$ cat config.mk
export PLATFORM = sky130hd
export DESIGN_NAME = pipelined_shifter
export DESIGN_NICKNAME = d
export VERILOG_FILES = /design/src/rtl/pipelined_shifter.sv
export SDC_FILE = /design/constraint.sdc
export NUM_CORES = 1
export LEC_CHECK = 0
export CAP_MARGIN = 10
export CORE_MARGIN = 2
export CORE_UTILIZATION = 40
export CTS_CLUSTER_DIAMETER = 50
export DETAILED_ROUTE_END_ITERATION = 8
export GPL_ROUTABILITY_DRIVEN = 1
export PLACE_DENSITY_LB_ADDON = 0.12
export SLEW_MARGIN = 15
export SYNTH_ARGS = -nofsm -noshare
export SYNTH_HDL_FRONTEND = slang
export SYNTH_SLANG_ARGS = --single-unit
export TNS_END_PERCENT = 100
$ cat constraint.sdc
create_clock -name clk -period 1.7 [get_ports clk]
set_input_delay 0.34 -clock clk [delete_from_list [all_inputs] [get_ports clk]]
set_output_delay 0.34 -clock clk [all_outputs]
set_load 0.005 [all_outputs]
$ cat src/rtl/pipelined_shifter.sv
// Pipelined shift/rotate functional unit. It has a valid/ready handshake and a tag passthrough.
// Each stage resolves a contiguous group of the log2(WIDTH) shift levels. A stall freezes the whole chain.
module pipelined_shifter #(
  parameter int WIDTH  = 32,
  parameter int STAGES = 2,
  parameter int TAG_W  = 4
) (
  input  logic                     clk,
  input  logic                     rst_n,
  input  logic                     in_valid,
  output logic                     in_ready,
  input  logic [WIDTH-1:0]         in_data,
  input  logic [2:0]               in_op,
  input  logic [$clog2(WIDTH)-1:0] in_cnt,
  input  logic [TAG_W-1:0]         in_tag,
  output logic                     out_valid,
  input  logic                     out_ready,
  output logic [WIDTH-1:0]         out_data,
  output logic [TAG_W-1:0]         out_tag,
  output logic                     out_err
);

  localparam int CNT_W = $clog2(WIDTH);
  localparam int LPS   = (CNT_W + STAGES - 1) / STAGES;

  logic              w_stall;
  logic [STAGES-1:0] r_valid;
  logic [WIDTH-1:0]  r_data [STAGES];
  logic [2:0]        r_op   [STAGES];
  logic [CNT_W-1:0]  r_cnt  [STAGES];
  logic [TAG_W-1:0]  r_tag  [STAGES];

  // One power-of-two shift level. Illegal ops pass the data through untouched.
  function automatic logic [WIDTH-1:0] f_level(input logic [WIDTH-1:0] d,
                                               input logic [2:0] op, input int sh);
    logic [WIDTH-1:0] r;
    case (op)
      3'd0, 3'd2: r = d << sh;
      3'd1:       r = d >> sh;
      3'd3:       r = $signed(d) >>> sh;
      3'd4:       r = (d << sh) | (d >> (WIDTH - sh));
      3'd5:       r = (d >> sh) | (d << (WIDTH - sh));
      default:    r = d;
    endcase
    return r;
  endfunction

  function automatic logic [WIDTH-1:0] f_stage(input logic [WIDTH-1:0] d,
                                               input logic [2:0] op,
                                               input logic [CNT_W-1:0] cnt,
                                               input int lo, input int hi);
    logic [WIDTH-1:0] r;
    logic [CNT_W-1:0] bits;
    r = d;
    for (int k = 0; k < CNT_W; k++) begin
      bits = cnt >> k;
      if (k >= lo && k < hi && bits[0]) r = f_level(r, op, 1 << k);
    end
    return r;
  endfunction

  assign out_valid = r_valid[STAGES-1];
  assign w_stall   = out_valid && !out_ready;
  assign in_ready  = !w_stall;
  assign out_data  = r_data[STAGES-1];
  assign out_tag   = r_tag[STAGES-1];
  assign out_err   = r_op[STAGES-1][2] & r_op[STAGES-1][1];

  genvar gi;
  generate
    for (gi = 0; gi < STAGES; gi++) begin : g_stage
      localparam int LO = gi * LPS;
      localparam int HI = ((gi + 1) * LPS > CNT_W) ? CNT_W : (gi + 1) * LPS;

      logic             w_src_valid;
      logic [WIDTH-1:0] w_src_data;
      logic [2:0]       w_src_op;
      logic [CNT_W-1:0] w_src_cnt;
      logic [TAG_W-1:0] w_src_tag;

      if (gi == 0) begin : g_head
        assign w_src_valid = in_valid;
        assign w_src_data  = in_data;
        assign w_src_op    = in_op;
        assign w_src_cnt   = in_cnt;
        assign w_src_tag   = in_tag;
      end else begin : g_tail
        assign w_src_valid = r_valid[gi-1];
        assign w_src_data  = r_data[gi-1];
        assign w_src_op    = r_op[gi-1];
        assign w_src_cnt   = r_cnt[gi-1];
        assign w_src_tag   = r_tag[gi-1];
      end

      // Bubbles advance like real entries, so latency stays exactly STAGES when unstalled.
      always_ff @(posedge clk or negedge rst_n) begin
        if (!rst_n) begin
          r_valid[gi] <= 1'b0;
          r_data[gi]  <= '0;
          r_op[gi]    <= '0;
          r_cnt[gi]   <= '0;
          r_tag[gi]   <= '0;
        end else if (!w_stall) begin
          r_valid[gi] <= w_src_valid;
          r_data[gi]  <= f_stage(w_src_data, w_src_op, w_src_cnt, LO, HI);
          r_op[gi]    <= w_src_op;
          r_cnt[gi]   <= w_src_cnt;
          r_tag[gi]   <= w_src_tag;
        end
      end
    end
  endgenerate

endmodule

==> reports/qor.csv <==
stage,metric,value,unit
run_status,status,finished with violations,
run_status,violations,negative setup slack,
logic_synthesis,syn-cell-area,6930,um2
layout,multi_input_area,5220,um2
power,power_frac_comb,0.502,
global_route,grt_pass1_wl,46100,um
floorplanning,die_x,136,um
power,p_int,5.92,mW
layout,n_fill_cell,1466,
routing,first_iter_violations,957,
place,place_congestion,1.01,
timing,slew_headroom,0.687,
routing,post-route-drc-count,0,
place,io_buffers,86,
worst_setup_path,path_cells,a21oi_1 > buf_4 > buf_4 > a22oi_1 > o21ai_0 > a21oi_1 > o21ai_0,
logic_synthesis,synth.top_cell.area_share,0.292,
layout,nets,1158,
timing,setup_violations,9,
power,vdd_ir_drop_max,0.587,mV
layout,area.growth.synth_to_final,57.5,%
logic_synthesis,async_flop_share,1.00,
logic_synthesis,synth_top_area_cell,dfrtp_1,
floorplanning,die_h,136,um
layout,final_core_util,0.638,
logic_synthesis,synthFlopType,dfrtp_1,
routing,drt_first_pass_iters,5,
place,hpwl,23500,um
logic_synthesis,ys.warnings.count,0,
logic_synthesis,postSynthAreaPerCell,8.18,um2
routing,wl_met3,2180,um
worst_setup_path,rr_worst_depth,7,
logic_synthesis,synth_cell_types,55,
clock_network,cts_sinks,81,
worst_setup_path,r2r-start,g_stage[1].w_src_op[2],
timing,setup_slack,-0.0483,ns
clock_network,cts-htree-levels,3,
timing,fin_tns_setup,-0.186,ns
worst_setup_path,startpoint_type,flop,
floorplanning,die_area,18400,um2
routing,viasPerCell,6.19,
clock_network,root_buffer,clkbuf_16,
clock_network,worstSkewPairLatency,0.35,ns
logic_synthesis,synth-edff-count,0,
routing,vias,8295,
logic_synthesis,synth_top_family_by_area,compound AO/OA/AOI/OAI gates,
routing,highest_layer,met4,
global_route,grt_pass1_vias,7869,
worst_setup_path,worstPathArrival,2.01,ns
worst_setup_path,timing.rr.end,out_data[11],
power,p_per_area,884,nW/um2
power,p_clk_frac,0.197,
timing,max_freq,572,MHz
floorplanning,start_util,0.405,
power,p_leak,4.71,nW
logic_synthesis,ys_seq_elements,81,
timing,final-hold-violation-count,0,
power,sw_frac_of_total,0.387,
routing,wl_per_cell,23.0,um
logic_synthesis,synth_cells,848,
worst_setup_path,path_class,flop to flop,
logic_synthesis,synth_compound_area_frac,0.334,
layout,antenna_cells,0,
power,power_switching,3.74,mW
min_path,hp-start,in_op[2],
logic_synthesis,ys_top_cells_by_count,"nand2_1, o21ai_0, dfrtp_1",
timing,worst_slew_pin_slew,0.467,ns
worst_setup_path,worstPathRequired,1.97,ns
clock_network,path_clk_slew,0.07,ns
timing,fin_crit_sh,1.03,
clock_network,cts_tree,yes,
global_route,grt_antenna_before_repair,0,
worst_setup_path,r2r_setup_slack,-0.05,ns
routing,wl,30800,um
logic_synthesis,yosys.area_share.adder,0,
job,max-cap-violations,0,
logic_synthesis,synth_nets,896,
routing,drtAntennaViolNets,0,
floorplanning,core,17100,um2
logic_synthesis,synth_seq_area_share,0.292,
routing,wl_met2,14700,um
timing,skew,0.0115,ns
global_route,grt-ovfl-total,0,
logic_synthesis,muxShareOfSynthArea,0.161,
routing,wirelength_met1,12300,um
worst_setup_path,critPathSlowestCell,dfrtp_2,
power,power_frac_seq,0.300,
layout,drive_gt1_frac,0.384,
global_route,groute.usage.overall,0.328,
global_route,grt_max_degree,44,
timing,post-route-min-period,1.75,ns
layout,register_area,2030,um2
logic_synthesis,yosysMostFrequentCell,nand2_1,
logic_synthesis,yosys.area_share.simple,0.151,
floorplanning,pin_count,87,
min_path,min_to,g_stage[1].w_src_op[2],
worst_setup_path,worst-path-max-fanout,10,
timing,drv_slew,0,
min_path,hold_path.class,primary input to flop,
logic_synthesis,synth_xor_xnor_area_share,0,
logic_synthesis,synth_area_leaders,"dfrtp_1, mux2i_1, nand2_1",
worst_setup_path,cpPeakStageDelay,0.49,ns
min_path,worstHoldPathCells,4,
clock_network,cts_buffers,9,
floorplanning,rows,48,
timing,rsz0062_at_grt,true,
clock_network,cts.path.max_buffers,2,
worst_setup_path,worst_setup_path_end_kind,flop,
==> power groups by stage <==
stage / combinational (mW) / sequential, mW / clock (mW)
3_3_place_gp: 4.19 / 2.86 / 0
6_report: 4.85 / 2.90 / 1.90
2_1_floorplan: 2.01 / 2.76 / 0
4_1_cts: 4.45 / 2.87 / 1.93
3_5_place_dp: 4.22 / 2.88 / 0
5_1_grt: 5.17 / 2.96 / 2.02
==> critical path, delay by kind of cell (launching register included) <==
kind / cells / cell delay [ns]
AO/OA/AOI/OAI: 5 / 0.77
flip-flops: 1 / 0.49
buffers and inverters: 2 / 0.41
==> flip-flops by register name, indices dropped and copies added, names as in the netlist <==
| signal | count |
|---|---|
| g_stage.w_src_data | 32 |
| g_stage.w_src_valid | 1 |
| g_stage.w_src_op | 3 |
| r_op | 2 |
| g_stage.w_src_tag | 4 |
| g_stage.w_src_cnt | 2 |
| out_data | 32 |
| out_valid | 1 |
| out_tag | 4 |
==> metal layers <==
| layer | vias to the layer above | GRT usage |
|---|---|---|
| met5 | - | 0 |
| met4 | 0 | 0.140 |
| met3 | 100 | 0.0464 |
| met2 | 487 | 0.562 |
| met1 | 3965 | 0.413 |
| li1 | 3743 | - |
==> cell families (layout without fill, tap and decap cells) <==
| family | count (synthesis) | after routing |
|---|---|---|
| flip-flops | 81 | 81 |
| AND/OR/NAND/NOR | 240 | 240 |
| AO/OA/AOI/OAI | 346 | 346 |
| multiplexers | 96 | 96 |
| buffers and inverters | 85 | 352 |
==> per-stage QoR <==
stage	instances	hold slack, ns	power (mW)	cell area (um2)	setup WS (ns)
6_report	1340	0.423	9.65	10900	-0.0483
5_1_grt	1340	0.464	10.1	10900	-0.183
4_1_cts	1335	0.461	9.25	10300	-0.102
2_1_floorplan	848	0.0444	4.78	7070	-0.0936
3_5_place_dp	1309	0.312	7.10	9650	-1.06
3_3_place_gp	1309	0.304	7.06	9650	-1.01
==> cells in the final DEF (no fill, tap or decap), drive strengths merged, types with 7 or more instances in the layout <==
cell type / count
and2: 19
a22oi: 10
nor3: 9
a211oi: 15
nand2b: 12
o21a: 11
mux2: 32
o32ai: 9
o221ai: 24
clkbuf: 12
dlymetal6s2s: 17
a31oi: 7
o22ai: 17
dfrtp: 81
nand3: 13
clkdlybuf4s50: 49
nor2: 51
nor2b: 12
a221o: 17
a22o: 10
nand2: 119
o21ai: 93
inv: 11
buf: 244
mux4: 9
a21oi: 76
o211ai: 17
a32o: 10
mux2i: 55
dlygate4sd2: 14
==> how the worst max path moves through the flow <==
stage | from | endpoint | slack, ns | depth (start not counted)
2_1_floorplan | in_cnt[0] | g_stage[1].w_src_data[21] | -0.09 | 7
3_3_place_gp | in_op[1] | g_stage[1].w_src_data[1] | -1.01 | 8
3_5_place_dp | in_op[1] | g_stage[1].w_src_data[1] | -1.06 | 8
4_1_cts | in_data[0] | g_stage[1].w_src_data[1] | -0.10 | 7
5_1_grt | g_stage[1].w_src_op[2] | out_data[11] | -0.18 | 7
6_report | g_stage[1].w_src_op[2] | out_data[11] | -0.05 | 7
==> repair_timing <==
action,4_1_cts,5_1_grt
hold endpoints to repair,30,0
pin swaps,13,23
cloned,1,3
setup endpoints to repair,65,63
resized for setup,109,154
hold buffers,1,0
setup buffers,10,5
==> layout make-up <==
type | count | share of cell area
clock buffers | 9 | 0.0206
clock inverters | 7 | 0.00538
inverters | 7 | 0.00263
multi-input cells | 682 | 0.478
flip-flops and latches | 81 | 0.186
well taps | 225 | 0.0258
repair buffers | 329 | 0.282
Power figures use the tool's default switching activity.
